### src/rtl/mips_ctrl_pkg.sv
// Shared decode constants for the MIPS ID stage: opcodes, ALU op classes,
// sign-extender mode codes, control word layout and sequencer states.
package mips_ctrl_pkg;

  localparam logic [5:0] OP_RTYPE = 6'b000000;
  localparam logic [5:0] OP_J     = 6'b000010;
  localparam logic [5:0] OP_JAL   = 6'b000011;
  localparam logic [5:0] OP_BEQ   = 6'b000100;
  localparam logic [5:0] OP_BNE   = 6'b000101;
  localparam logic [5:0] OP_ADDI  = 6'b001000;
  localparam logic [5:0] OP_ADDIU = 6'b001001;
  localparam logic [5:0] OP_SLTI  = 6'b001010;
  localparam logic [5:0] OP_ANDI  = 6'b001100;
  localparam logic [5:0] OP_ORI   = 6'b001101;
  localparam logic [5:0] OP_XORI  = 6'b001110;
  localparam logic [5:0] OP_LUI   = 6'b001111;
  localparam logic [5:0] OP_HALT  = 6'b111111;
  // Loads are 100xxx and stores 101xxx; matched on opcode[5:3].
  localparam logic [2:0] OP_LOAD_HI  = 3'b100;
  localparam logic [2:0] OP_STORE_HI = 3'b101;

  localparam logic [2:0] ALU_ADD   = 3'b000;
  localparam logic [2:0] ALU_SUB   = 3'b001;
  localparam logic [2:0] ALU_FUNCT = 3'b010;
  localparam logic [2:0] ALU_AND   = 3'b011;
  localparam logic [2:0] ALU_OR    = 3'b100;
  localparam logic [2:0] ALU_XOR   = 3'b101;
  localparam logic [2:0] ALU_LUI   = 3'b110;
  localparam logic [2:0] ALU_SLT   = 3'b111;

  localparam logic [1:0] EXT_SIGN = 2'b00;
  localparam logic [1:0] EXT_ZERO = 2'b01;
  localparam logic [1:0] EXT_LUI  = 2'b10;
  localparam logic [1:0] EXT_NONE = 2'b11;

  typedef struct packed {
    logic       ex_valid;
    logic       reg_write;
    logic       mem_read;
    logic       mem_write;
    logic       mem_to_reg;
    logic       alu_src;
    logic       reg_dst;
    logic       branch;
    logic [2:0] alu_op;
  } ctrl_t;

  typedef enum logic [1:0] {
    ST_RUN    = 2'b00,
    ST_DRAIN  = 2'b01,
    ST_HALTED = 2'b10
  } seq_state_e;

endpackage

### src/rtl/id_control_sequencer_if.sv
// ID-stage control bus between the pipeline/debug unit and the sequencer.
interface id_control_sequencer_if #(
  parameter int unsigned NB_INSTR = 32
) ();
  logic                i_enable;
  logic                i_valid;
  logic [NB_INSTR-1:0] i_instruction;
  logic                i_stall;
  logic                i_flush;
  logic [1:0]          o_ExtensionMode;
  logic                o_ex_valid;
  logic                o_RegWrite;
  logic                o_MemRead;
  logic                o_MemWrite;
  logic                o_MemToReg;
  logic                o_ALUSrc;
  logic                o_RegDst;
  logic                o_Branch;
  logic [2:0]          o_ALUOp;
  logic                o_illegal;
  logic                o_fetch_hold;
  logic                o_halted;

  modport master (
    output i_enable, i_valid, i_instruction, i_stall, i_flush,
    input  o_ExtensionMode, o_ex_valid, o_RegWrite, o_MemRead, o_MemWrite,
           o_MemToReg, o_ALUSrc, o_RegDst, o_Branch, o_ALUOp, o_illegal,
           o_fetch_hold, o_halted
  );

  modport slave (
    input  i_enable, i_valid, i_instruction, i_stall, i_flush,
    output o_ExtensionMode, o_ex_valid, o_RegWrite, o_MemRead, o_MemWrite,
           o_MemToReg, o_ALUSrc, o_RegDst, o_Branch, o_ALUOp, o_illegal,
           o_fetch_hold, o_halted
  );
endinterface

### src/rtl/id_opcode_decoder.sv
// Pure combinational opcode decode: extension mode, control word,
// illegal-opcode and HALT flags.
module id_opcode_decoder
  import mips_ctrl_pkg::*;
(
  input  logic [5:0] i_opcode,
  output logic [1:0] o_ext_mode,
  output ctrl_t      o_ctrl,
  output logic       o_illegal,
  output logic       o_is_halt
);

  // Map each opcode class to its extension mode and EX/MEM/WB control.
  always_comb begin
    o_ext_mode = EXT_NONE;
    o_ctrl     = '0;
    o_illegal  = 1'b0;
    o_is_halt  = 1'b0;
    case (i_opcode)
      OP_RTYPE: begin
        o_ctrl.ex_valid  = 1'b1;
        o_ctrl.reg_write = 1'b1;
        o_ctrl.reg_dst   = 1'b1;
        o_ctrl.alu_op    = ALU_FUNCT;
      end
      OP_J, OP_JAL: o_ctrl.ex_valid = 1'b1;
      OP_BEQ, OP_BNE: begin
        o_ext_mode      = EXT_SIGN;
        o_ctrl.ex_valid = 1'b1;
        o_ctrl.branch   = 1'b1;
        o_ctrl.alu_op   = ALU_SUB;
      end
      OP_ADDI, OP_ADDIU, OP_SLTI: begin
        o_ext_mode       = EXT_SIGN;
        o_ctrl.ex_valid  = 1'b1;
        o_ctrl.reg_write = 1'b1;
        o_ctrl.alu_src   = 1'b1;
        o_ctrl.alu_op    = (i_opcode == OP_SLTI) ? ALU_SLT : ALU_ADD;
      end
      OP_ANDI, OP_ORI, OP_XORI: begin
        o_ext_mode       = EXT_ZERO;
        o_ctrl.ex_valid  = 1'b1;
        o_ctrl.reg_write = 1'b1;
        o_ctrl.alu_src   = 1'b1;
        o_ctrl.alu_op    = (i_opcode == OP_ANDI) ? ALU_AND :
                           (i_opcode == OP_ORI)  ? ALU_OR  : ALU_XOR;
      end
      OP_LUI: begin
        o_ext_mode       = EXT_LUI;
        o_ctrl.ex_valid  = 1'b1;
        o_ctrl.reg_write = 1'b1;
        o_ctrl.alu_src   = 1'b1;
        o_ctrl.alu_op    = ALU_LUI;
      end
      OP_HALT: o_is_halt = 1'b1;
      default: begin
        if (i_opcode[5:3] == OP_LOAD_HI) begin
          o_ext_mode        = EXT_SIGN;
          o_ctrl.ex_valid   = 1'b1;
          o_ctrl.reg_write  = 1'b1;
          o_ctrl.mem_read   = 1'b1;
          o_ctrl.mem_to_reg = 1'b1;
          o_ctrl.alu_src    = 1'b1;
          o_ctrl.alu_op     = ALU_ADD;
        end else if (i_opcode[5:3] == OP_STORE_HI) begin
          o_ext_mode       = EXT_SIGN;
          o_ctrl.ex_valid  = 1'b1;
          o_ctrl.mem_write = 1'b1;
          o_ctrl.alu_src   = 1'b1;
          o_ctrl.alu_op    = ALU_ADD;
        end else begin
          o_illegal = 1'b1;
        end
      end
    endcase
  end

endmodule

### src/rtl/id_control_sequencer.sv
// ID-stage controller: registers the control word into ID/EX with bubble
// insertion on stall/flush, and sequences the HALT drain.
module id_control_sequencer
  import mips_ctrl_pkg::*;
#(
  parameter int unsigned NB_INSTR     = 32,
  parameter int unsigned DRAIN_CYCLES = 3
) (
  input logic                  i_clock,
  input logic                  i_reset,
  id_control_sequencer_if.slave bus
);

  localparam int unsigned CNT_W = (DRAIN_CYCLES > 1) ? $clog2(DRAIN_CYCLES) : 1;
  localparam logic [CNT_W-1:0] CNT_INIT = CNT_W'(DRAIN_CYCLES - 1);

  logic [1:0] dec_ext;
  ctrl_t      dec_ctrl;
  logic       dec_illegal;
  logic       dec_is_halt;

  id_opcode_decoder u_decoder (
    .i_opcode  (bus.i_instruction[NB_INSTR-1 -: 6]),
    .o_ext_mode(dec_ext),
    .o_ctrl    (dec_ctrl),
    .o_illegal (dec_illegal),
    .o_is_halt (dec_is_halt)
  );

  seq_state_e       state_q, state_d;
  logic [CNT_W-1:0] cnt_q, cnt_d;
  ctrl_t            ctrl_q, ctrl_d;
  logic             illegal_q, illegal_d;
  logic             fetch_hold_q, fetch_hold_d;
  logic             halted_q, halted_d;

  // Next-state: everything holds when disabled; otherwise a bubble is the
  // default and only RUN with an accepted legal instruction loads a word.
  always_comb begin
    state_d      = state_q;
    cnt_d        = cnt_q;
    ctrl_d       = ctrl_q;
    illegal_d    = illegal_q;
    fetch_hold_d = fetch_hold_q;
    halted_d     = halted_q;
    if (bus.i_enable) begin
      ctrl_d    = '0;
      illegal_d = 1'b0;
      case (state_q)
        ST_RUN: begin
          if (!bus.i_flush && !bus.i_stall && bus.i_valid) begin
            if (dec_is_halt) begin
              fetch_hold_d = 1'b1;
              cnt_d        = CNT_INIT;
              state_d      = ST_DRAIN;
            end else if (dec_illegal) begin
              illegal_d = 1'b1;
            end else begin
              ctrl_d = dec_ctrl;
            end
          end
        end
        ST_DRAIN: begin
          if (cnt_q == '0) begin
            state_d  = ST_HALTED;
            halted_d = 1'b1;
          end else begin
            cnt_d = cnt_q - 1'b1;
          end
        end
        default: ;
      endcase
    end
  end

  // State and output registers; reset overrides enable.
  always_ff @(posedge i_clock) begin
    if (i_reset) begin
      state_q      <= ST_RUN;
      cnt_q        <= '0;
      ctrl_q       <= '0;
      illegal_q    <= 1'b0;
      fetch_hold_q <= 1'b0;
      halted_q     <= 1'b0;
    end else begin
      state_q      <= state_d;
      cnt_q        <= cnt_d;
      ctrl_q       <= ctrl_d;
      illegal_q    <= illegal_d;
      fetch_hold_q <= fetch_hold_d;
      halted_q     <= halted_d;
    end
  end

  assign bus.o_ExtensionMode = dec_ext;
  assign bus.o_ex_valid      = ctrl_q.ex_valid;
  assign bus.o_RegWrite      = ctrl_q.reg_write;
  assign bus.o_MemRead       = ctrl_q.mem_read;
  assign bus.o_MemWrite      = ctrl_q.mem_write;
  assign bus.o_MemToReg      = ctrl_q.mem_to_reg;
  assign bus.o_ALUSrc        = ctrl_q.alu_src;
  assign bus.o_RegDst        = ctrl_q.reg_dst;
  assign bus.o_Branch        = ctrl_q.branch;
  assign bus.o_ALUOp         = ctrl_q.alu_op;
  assign bus.o_illegal       = illegal_q;
  assign bus.o_fetch_hold    = fetch_hold_q;
  assign bus.o_halted        = halted_q;

endmodule
### src/flat_wrapper.sv
// flat-port wrapper written by rule: the top's interface ports become plain ports
module id_control_sequencer_flat import mips_ctrl_pkg::*;
#(
  parameter int unsigned NB_INSTR     = 32,
  parameter int unsigned DRAIN_CYCLES = 3
)
  (i_clock, i_reset, bus_i_enable, bus_i_valid, bus_i_instruction, bus_i_stall, bus_i_flush, bus_o_ExtensionMode, bus_o_ex_valid, bus_o_RegWrite, bus_o_MemRead, bus_o_MemWrite, bus_o_MemToReg, bus_o_ALUSrc, bus_o_RegDst, bus_o_Branch, bus_o_ALUOp, bus_o_illegal, bus_o_fetch_hold, bus_o_halted);
  id_control_sequencer_if #(.NB_INSTR(NB_INSTR)) bus_i ();
  input logic i_clock;
  input logic i_reset;
  input wire logic [$bits(bus_i.i_enable)-1:0] bus_i_enable;
  input wire logic [$bits(bus_i.i_valid)-1:0] bus_i_valid;
  input wire logic [$bits(bus_i.i_instruction)-1:0] bus_i_instruction;
  input wire logic [$bits(bus_i.i_stall)-1:0] bus_i_stall;
  input wire logic [$bits(bus_i.i_flush)-1:0] bus_i_flush;
  output wire logic [$bits(bus_i.o_ExtensionMode)-1:0] bus_o_ExtensionMode;
  output wire logic [$bits(bus_i.o_ex_valid)-1:0] bus_o_ex_valid;
  output wire logic [$bits(bus_i.o_RegWrite)-1:0] bus_o_RegWrite;
  output wire logic [$bits(bus_i.o_MemRead)-1:0] bus_o_MemRead;
  output wire logic [$bits(bus_i.o_MemWrite)-1:0] bus_o_MemWrite;
  output wire logic [$bits(bus_i.o_MemToReg)-1:0] bus_o_MemToReg;
  output wire logic [$bits(bus_i.o_ALUSrc)-1:0] bus_o_ALUSrc;
  output wire logic [$bits(bus_i.o_RegDst)-1:0] bus_o_RegDst;
  output wire logic [$bits(bus_i.o_Branch)-1:0] bus_o_Branch;
  output wire logic [$bits(bus_i.o_ALUOp)-1:0] bus_o_ALUOp;
  output wire logic [$bits(bus_i.o_illegal)-1:0] bus_o_illegal;
  output wire logic [$bits(bus_i.o_fetch_hold)-1:0] bus_o_fetch_hold;
  output wire logic [$bits(bus_i.o_halted)-1:0] bus_o_halted;
  assign bus_i.i_enable = bus_i_enable;
  assign bus_i.i_valid = bus_i_valid;
  assign bus_i.i_instruction = bus_i_instruction;
  assign bus_i.i_stall = bus_i_stall;
  assign bus_i.i_flush = bus_i_flush;
  assign bus_o_ExtensionMode = bus_i.o_ExtensionMode;
  assign bus_o_ex_valid = bus_i.o_ex_valid;
  assign bus_o_RegWrite = bus_i.o_RegWrite;
  assign bus_o_MemRead = bus_i.o_MemRead;
  assign bus_o_MemWrite = bus_i.o_MemWrite;
  assign bus_o_MemToReg = bus_i.o_MemToReg;
  assign bus_o_ALUSrc = bus_i.o_ALUSrc;
  assign bus_o_RegDst = bus_i.o_RegDst;
  assign bus_o_Branch = bus_i.o_Branch;
  assign bus_o_ALUOp = bus_i.o_ALUOp;
  assign bus_o_illegal = bus_i.o_illegal;
  assign bus_o_fetch_hold = bus_i.o_fetch_hold;
  assign bus_o_halted = bus_i.o_halted;
  id_control_sequencer #(.NB_INSTR(NB_INSTR), .DRAIN_CYCLES(DRAIN_CYCLES)) u_core (.i_clock(i_clock), .i_reset(i_reset), .bus(bus_i));
endmodule
### config.mk
export PLATFORM = sky130hd
export DESIGN_NAME = id_control_sequencer_flat
export DESIGN_NICKNAME = d
export VERILOG_FILES = /design/src/rtl/mips_ctrl_pkg.sv /design/src/rtl/id_control_sequencer_if.sv /design/src/rtl/id_opcode_decoder.sv /design/src/rtl/id_control_sequencer.sv /design/src/flat_wrapper.sv
export SDC_FILE = /design/constraint.sdc
export NUM_CORES = 1
export LEC_CHECK = 0
export CAP_MARGIN = 20
export CORE_MARGIN = 3
export CORE_UTILIZATION = 40
export DETAILED_ROUTE_END_ITERATION = 10
export PLACE_DENSITY_LB_ADDON = 0.15
export SETUP_SLACK_MARGIN = 0.15
export SYNTH_ARGS = -nofsm -noshare
export SYNTH_HDL_FRONTEND = slang
export SYNTH_SLANG_ARGS = --single-unit
### constraint.sdc
create_clock -name i_clock -period 4.3 [get_ports i_clock]
set_input_delay 1.29 -clock i_clock [delete_from_list [all_inputs] [get_ports i_clock]]
set_output_delay 1.29 -clock i_clock [all_outputs]
set_load 0.005 [all_outputs]
Yosys cells after proc, flatten, opt, wreduce, memory -nomap -nowiden
Index checks and enable logic that the tools add are counted.

Add/subtract/negate cells: 1. Muxes and demuxes: 38. Equality and inequality tests: 19. Reductions and logical operators: 23.

Operators by type and width (count): $mux W11 (4); $eq A6 B4 Y1 const B (7); $mux W2 (9); $mux W1 (15); $pmux W3 S5 (1); $reduce_or A13 Y1 (1); $eq A6 B2 Y1 const B (2); $eq A6 B3 Y1 const B (2); $reduce_or A12 Y1 (1); $reduce_and A5 Y1 (2); $reduce_or A5 Y1 (2); $mux W3 (3); $pmux W2 S2 (2); $pmux W2 S4 (1); $reduce_or A8 Y1 (1); $reduce_or A7 Y1 (1); $eq A3 B3 Y1 const B (2); $eq A6 B6 Y1 const B (1); $logic_not A6 Y1 (1); $ne A2 B1 Y1 const B (3); $pmux W1 S2 (3); $reduce_or A3 Y1 (2); $reduce_or A6 Y1 (1); $logic_not A2 Y1 (2); other kinds (10) (12).

Register bits after elaboration: 18. Output and inout port bits: 16. Bits of input ports: 38.

Logic depth before layout (Yosys ltp)
Gate-level depths: netlist of run 1.

Word-level depth: 8. Mapped depth: 5.

By module
From an unflattened synthesis of run 1, not the netlist that was laid out.

Cells, all modules: 139. Area total of the unflattened synthesis: 1094.8 sq um.

Modules (own cells, without submodules): id_control_sequencer (area an instance 815.8 sq um, instances 1, cells each 89); id_opcode_decoder (area an instance 279.0 sq um, instances 1, cells each 50).

Worst setup path after synthesis of run 1
Ideal clock, no wire load.

Path type: in2out. Start: in bus_i_instruction[29]. End: out bus_o_ExtensionMode[1]. Buffers on the path: 1. Required time: 3.010 ns. Arrival: 1.944 ns. Stages on the path: 5. Slack: 1.066 ns. Path through: buf_2 -> inv_1 -> o21ai_0 -> a21boi_0 -> o21bai_1.

Cells in the longest elaborated chain, start to end: 4.

RTL lines: from (decl) (RTL line flat_wrapper.sv:13) `input wire logic [$bits(bus_i.i_instruction)-1:0] bus_i_instruction;`; $eq A3 B3 Y1 (RTL line id_opcode_decoder.sv:65) `end else if (i_opcode[5:3] == OP_STORE_HI) begin`; $mux W2 (RTL line id_opcode_decoder.sv:65); $mux W2 (RTL line id_opcode_decoder.sv:57) `if (i_opcode[5:3] == OP_LOAD_HI) begin`; $pmux W2 S4 * (RTL line id_opcode_decoder.sv:19) `case (i_opcode)`; to (decl) (RTL line flat_wrapper.sv:16) `output wire logic [$bits(bus_i.o_ExtensionMode)-1:0] bus_o_ExtensionMode;`.

Mark *: on every way between the ends. The rest lies on a longest branch, timed or not.

Worst setup path in the final report of run 1
Start: in bus_i_instruction[26]. End: out bus_o_ExtensionMode[0].

Cells in the longest elaborated chain, start to end: 3.

RTL lines (RTL line): $eq A6 B4 Y1, or another cell as far along (id_opcode_decoder.sv:19); $reduce_or A5 Y1 (no source line), or another cell as far along; $pmux W2 S4 * (id_opcode_decoder.sv:19).

Marked as above.

==> results.toml, run 1 <==
[outcome]
status = "finished clean"

[clocking]
clock-root-buffer = "clkbuf_4"
clkTransAtPathRegs_ps = 90
clock-sinks = 17
post_cts_buffers = 0
htreeDepth = 1
clockBufferDepth = 2
clk_latency_ps = 290
numCtsBuffers = 3
cts_tree = "yes"

[drt]
vias = 939
via_per_inst = 5.46
drtIter0Drc = 19
firstDrtPassIters = 4
drc = 0
drt-total-wl_um = 2250
wl_per_cell_um = 13.1
ant_nets = 0

[critical_path]
crit_path_frequent_cell = "clkdlybuf4s50_1"
start_kind = "input pin"
crit_start = "bus_i_instruction[26]"
endpoint_kind = "output port"
cp_data_required_time_ps = 3010
r2r-end = "u_core.cnt_q[1]"
crit_chain = "clkdlybuf4s50_1 > and3_1 > o21ai_0 > a21o_1 > clkdlybuf4s50_1"
crit_fanout = 4
arrival_ps = 2760
regToRegStartpoint = "u_core.state_q[0]"
crit_slowest_cell = "clkdlybuf4s50_1"
r2r_setup_slack_ps = 2790
reg2reg_depth = 4
max_stage_delay_ps = 490
worstSetupPathType = "in -> out"

[sta]
slew_headroom_pct = 63.4
report.final.slew_viol_count = 0
fin_crit_ps = 4050
post-route-period-util_pct = 94.2
tightest_slew_ps = 547
setup_viol = 0
fmax_mhz = 247
finalHoldViolations = 0
skew_ps = 1.20
setup_tns_ps = 0
rsz0062_at_grt = "true"

[global_routing]
grt.busiest_layer = "met2"
antenna_found_initial = 0
grt_usage_pct = 17.3
use_met1_pct = 21.7
grt_max_degree = 16
grt_use_met3_pct = 4.90
grt_overflow = 0
grt_pass1_wl_um = 3770
grt_pass1_vias = 829
grtUsageMet2_pct = 29.1

[logic_synthesis]
synth_cell_types = 41
synth-edff-count = 0
syn_nets = 153
async_flop_share_pct = 0
ys_ff_latch = 17
ys_seq_area_share_pct = 35.7
yosysWarningCount = 0
netlist_area_um2 = 952
synth_ff_type = "dfxtp_1"
postSynthAreaPerCell_um2 = 8.35
netlist_instances = 114

[finish]
drive_above_1_share_pct = 9.03
diodes = 0
multi_input_area_um2 = 549
final_common_cell = "clkdlybuf4s50_1"
largest_reg_flops = 3
n_fill_cell = 215
utilization_pct = 58.5
final_net_count = 184
seq_area_um2 = 340
synthToLayoutAreaGrowth_pct = 37.2
layout.cells.most_common_list = "clkdlybuf4s50_1, dfxtp_1, nor2_1, inv_1, nand2_1"

[pwr]
cellPowerDensity_nw_per_um2 = 228
irDropWorstVdd_mv = 0.164
total_leakage_power_nw = 0.486

[hold_path]
hp-start = "u_core.bus.o_ALUOp[2]"
min_path_cells = 2
hold_path_end = "u_core.bus.o_ALUOp[2]"
hp-class = "reg -> reg"

[die]
coreArea_um2 = 2230
io_pins = 54
die-height_um = 54.8
die-area_um2 = 3000
initial_core_util_pct = 42.6
die_w_um = 54.8
rows = 17

[place]
place_congestion = 0.798
port_buffers = 27
dp_hpwl_um = 1690

[flow_run]
cap_violations = 0
-- what timing repair did --
action | in CTS | in global routing
hold buffers | 0 | 0
setup endpoints to repair | 0 | 2
gates resized for setup | 0 | 2
-- critical path, delay by kind of cell --
| kind | cells | cell delay, ps |
|---|---|---|
| AOI/OAI and AO/OA | 2 | 330 |
| and+or+nand+nor | 1 | 200 |
| buffers and inverters | 2 | 940 |
-- logic make-up (layout without fill, tap and decap cells) --
group	Yosys count	after routing	synth area share (%)
buffers and inverters	15	45	6.57
flip-flops	17	17	35.7
XOR/XNOR	2	2	1.84
adder cells (fa/ha/maj)	1	1	1.31
multiplexers	1	1	1.05
AO/OA/AOI/OAI	34	34	26.4
AND/OR/NAND/NOR	44	44	27.1
-- routing by layer --
layer  part of all wire, %  vias up
met4                  0.53        0
met5                     0        -
met3                   4.6        2
li1                      -      486
met2                    51       19
met1                    44      432
-- worst max-delay path by stage --
stage          depth (start not counted)                endpoint  slack [ps]
2_1_floorplan                          5  bus_o_ExtensionMode[1]        1070
3_3_place_gp                           5  bus_o_ExtensionMode[0]         210
3_5_place_dp                           5  bus_o_ExtensionMode[0]         230
4_1_cts                                5  bus_o_ExtensionMode[0]         210
5_1_grt                                6  bus_o_ExtensionMode[1]         130
6_report                               5  bus_o_ExtensionMode[0]         250
-- cell usage after synthesis, types with 2 or more instances --
cell / instances / area [um^2]
o21ai_0: 5 / 25.0
nand2_1: 7 / 26.3
a21o_1: 2 / 15.0
nor4_1: 2 / 12.5
nor3b_1: 3 / 22.5
and3_1: 2 / 12.5
o21a_1: 2 / 15.0
a21oi_1: 5 / 25.0
inv_1: 7 / 26.3
nand4b_1: 2 / 17.5
buf_2: 2 / 10.0
nand2b_1: 2 / 12.5
a31oi_1: 4 / 25.0
nor2b_1: 2 / 12.5
nor2_1: 14 / 52.6
o31ai_1: 2 / 15.0
xnor2_1: 2 / 17.5
nand4_1: 4 / 25.0
a32oi_1: 3 / 26.3
clkbuf_1: 5 / 18.8
dfxtp_1: 17 / 340
-- layout make-up --
cell class	instances	share of cell area, %
clock buffers	4	2.01
multi-input cells	82	42.0
flip-flops and latches	17	26.1
inverters	7	2.01
repair buffers	34	25.2
well taps	28	2.68
-- per-stage QoR --
| stage | instance area (um^2) | hold WS [ps] | instances | setup WS, ps | total power [W] |
|---|---|---|---|---|---|
| after floorplan | 952 | 448 | 114 | 1070 | 0.000191 |
| after global placement | 1270 | 450 | 168 | 212 | 0.000217 |
| after detailed placement | 1270 | 457 | 168 | 227 | 0.000218 |
| after CTS | 1300 | 471 | 172 | 209 | 0.000302 |
| after global routing | 1310 | 494 | 172 | 131 | 0.000311 |
| final | 1310 | 466 | 172 | 249 | 0.000298 |
-- power breakdown --
| group | total, W | internal [W] | leakage [nW] | switching (W) |
|---|---|---|---|---|
| clock network | 0.0000837 | 0.0000361 | 0.0150 | 0.0000476 |
| registers | 0.000158 | 0.000158 | 0.137 | 0.000000358 |
| logic | 0.0000564 | 0.0000283 | 0.334 | 0.0000281 |
| total | 0.000298 | 0.000222 | 0.486 | 0.0000760 |
Note: power is estimated with default switching activity, not from simulation.
==> run 2: changes to the inputs <==
--- a/config.mk
+++ b/config.mk
@@ -5,12 +5,12 @@
 export SDC_FILE = /design/constraint.sdc
 export NUM_CORES = 1
 export LEC_CHECK = 0
-export CAP_MARGIN = 20
 export CORE_MARGIN = 3
 export CORE_UTILIZATION = 40
 export DETAILED_ROUTE_END_ITERATION = 10
 export PLACE_DENSITY_LB_ADDON = 0.15
 export SETUP_SLACK_MARGIN = 0.15
+export SKIP_LAST_GASP = 1
 export SYNTH_ARGS = -nofsm -noshare
 export SYNTH_HDL_FRONTEND = slang
 export SYNTH_SLANG_ARGS = --single-unit
==> results of run 2 <==
The final DEF is identical to that of run 1; final timing and power are the same.
==> run 3: changes to the inputs <==
--- a/config.mk
+++ b/config.mk
@@ -5,12 +5,14 @@
 export SDC_FILE = /design/constraint.sdc
 export NUM_CORES = 1
 export LEC_CHECK = 0
+export CORE_ASPECT_RATIO = 1.5
 export CORE_MARGIN = 3
 export CORE_UTILIZATION = 40
 export DETAILED_ROUTE_END_ITERATION = 10
 export PLACE_DENSITY_LB_ADDON = 0.15
 export SETUP_SLACK_MARGIN = 0.15
 export SKIP_LAST_GASP = 1
+export SLEW_MARGIN = 0
 export SYNTH_ARGS = -nofsm -noshare
 export SYNTH_HDL_FRONTEND = slang
 export SYNTH_SLANG_ARGS = --single-unit
==> run 3 against run 2 <==
Via count is 3.3% higher; hold slack better by 2.9 ps; sequential share of layout area hardly changed; critical path depth stayed put; sequential power hardly changed; combinational power is 0.7% higher; fmax is 0.56% higher; clock skew hardly changed; clock-buffer cell count stayed put; worst setup slack better by 23 ps; power is 0.66% higher; flip-flop and latch count stayed put; critical endpoint unchanged; largest power group unchanged.
==> results.toml, run 3 (synthesis results as in run 1) <==
[critical_path]
path_buf_inv = 3
critPathTopFamily = "buffers and inverters"
cp_data_required_time_ps = 3010
crit_fanout = 12
crit_slowest_cell = "clkdlybuf4s50_1"
start_kind = "input pin"
crit_chain = "clkdlybuf4s50_1 > buf_4 > o21ai_0 > a21o_1 > clkdlybuf4s50_1"
arrival_ps = 2740
endpoint_kind = "output port"
worstSetupPathType = "in -> out"
max_stage_delay_ps = 520
crit_path_frequent_cell = "clkdlybuf4s50_1"

[global_routing]
grt_max_degree = 16
grt_usage_pct = 17.2
grt_pass1_wl_um = 3880
grt_pass1_vias = 890
grt_overflow = 0
antenna_found_initial = 0

[clocking]
post_cts_buffers = 0
hold_buffers = 0
clock-sinks = 17
cts_tree = "yes"
clkTransAtPathRegs_ps = 90
htreeDepth = 1
clockBufferDepth = 2
clk_latency_ps = 290
clock-root-buffer = "clkbuf_4"
numCtsBuffers = 3

[sta]
fmax_mhz = 248
setup_viol = 0
fin_crit_ps = 4030
setup_tns_ps = 0
finalHoldViolations = 0
final.setup.worst_slack_ps = 271
rsz0062_at_grt = "true"
skew_ps = 1.23
report.final.slew_viol_count = 0
post-route-period-util_pct = 93.7
slew_headroom_pct = 63.2
hold_ws_ps = 469
tightest_slew_ps = 549

[place]
place_congestion = 0.775
place_ws_ps = 155
dp_hpwl_um = 1810
port_buffers = 27
dp.cells = 164

[die]
die-height_um = 65.8
die_w_um = 45.8
coreArea_um2 = 2260
initial_core_util_pct = 42.1
io_pins = 54
die-area_um2 = 3010
rows = 21

[hold_path]
hp-class = "reg -> reg"

[finish]
synthToLayoutAreaGrowth_pct = 37.1
diodes = 0
final_net_count = 185
final_cells = 168
largest_reg_flops = 3
final_common_cell = "clkdlybuf4s50_1"
layout.cells.most_common_list = "clkdlybuf4s50_1, dfxtp_1, nor2_1, buf_4, nand2_1"
drive_above_1_share_pct = 10.3

[pwr]
p_switching_w = 0.0000780
pwr-share-seq_pct = 52.7
irDropWorstVdd_mv = 0.145
p_sw_share_pct = 26.0
combPwrFrac_pct = 18.9
total_leakage_power_nw = 0.499
cellPowerDensity_nw_per_um2 = 230
power.internal_w = 0.000222
clockPowerShare_pct = 28.4

[drt]
via_per_inst = 5.77
drt-total-wl_um = 2340
wl_per_cell_um = 13.9
ant_nets = 0
firstDrtPassIters = 4
drtIter0Drc = 31
vias = 970
drc = 0

[flow_run]
cap_violations = 0

[outcome]
status = "finished clean"
==> run 3: worst reg2reg max path: stages, from the launching register on <==
cell      delay (ps)
dfxtp_1          450
nor2b_1          250
nor3b_1          470
nand4b_1         160
o311a_1          150
==> run 3: worst paths after layout <==
kind                    startpoint                endpoint  slack (ps)  depth (start not counted)
max reg2reg      u_core.state_q[0]         u_core.cnt_q[1]        2730                          4
min reg2reg    u_core.bus.o_RegDst     u_core.bus.o_RegDst         470                          2
min            u_core.bus.o_RegDst     u_core.bus.o_RegDst         470                          2
max          bus_i_instruction[29]  bus_o_ExtensionMode[0]         270                          5
==> run 3: area by class of cell <==
cell class                 instances  area, um^2
multi-input combinational         82         549
tap                               23        28.8
timing repair buffer              35         334
sequential                        17         340
clock buffer                       4        26.3
inverter                           7        26.3
fill                             218         955
==> run 3: per-layer routing <==
metal  up-vias  wire length (um)  track usage [%]
met3         4                88             1.64
met5         -                 0                0
met2        20              1230             30.2
met1       461               983             19.5
li1        485                 -                -
met4         0                38             8.54
==> run 3: repair_timing <==
item                       in CTS  in global routing
hold endpoints to repair        0                  0
gates resized for setup         1                  4
setup endpoints to repair       1                  2
==> run 3: power by group through the flow <==
stage / Combinational [W] / Clock, W / Sequential (W)
final: 0.0000568 / 0.0000852 / 0.000158
after global routing: 0.0000621 / 0.0000939 / 0.000159
after CTS: 0.0000566 / 0.0000884 / 0.000158
after detailed placement: 0.0000566 / 0 / 0.000162
after global placement: 0.0000555 / 0 / 0.000162
after floorplan: 0.0000290 / 0 / 0.000162
==> run 3: through the flow <==
step	util (%)	cell area [um^2]	total power (W)
3_3_place_gp	56.4	1270	0.000217
5_1_grt	57.8	1310	0.000315
2_1_floorplan	-	952	0.000191
4_1_cts	57.5	1300	0.000303
3_5_place_dp	56.4	1270	0.000219
6_report	57.8	1310	0.000300
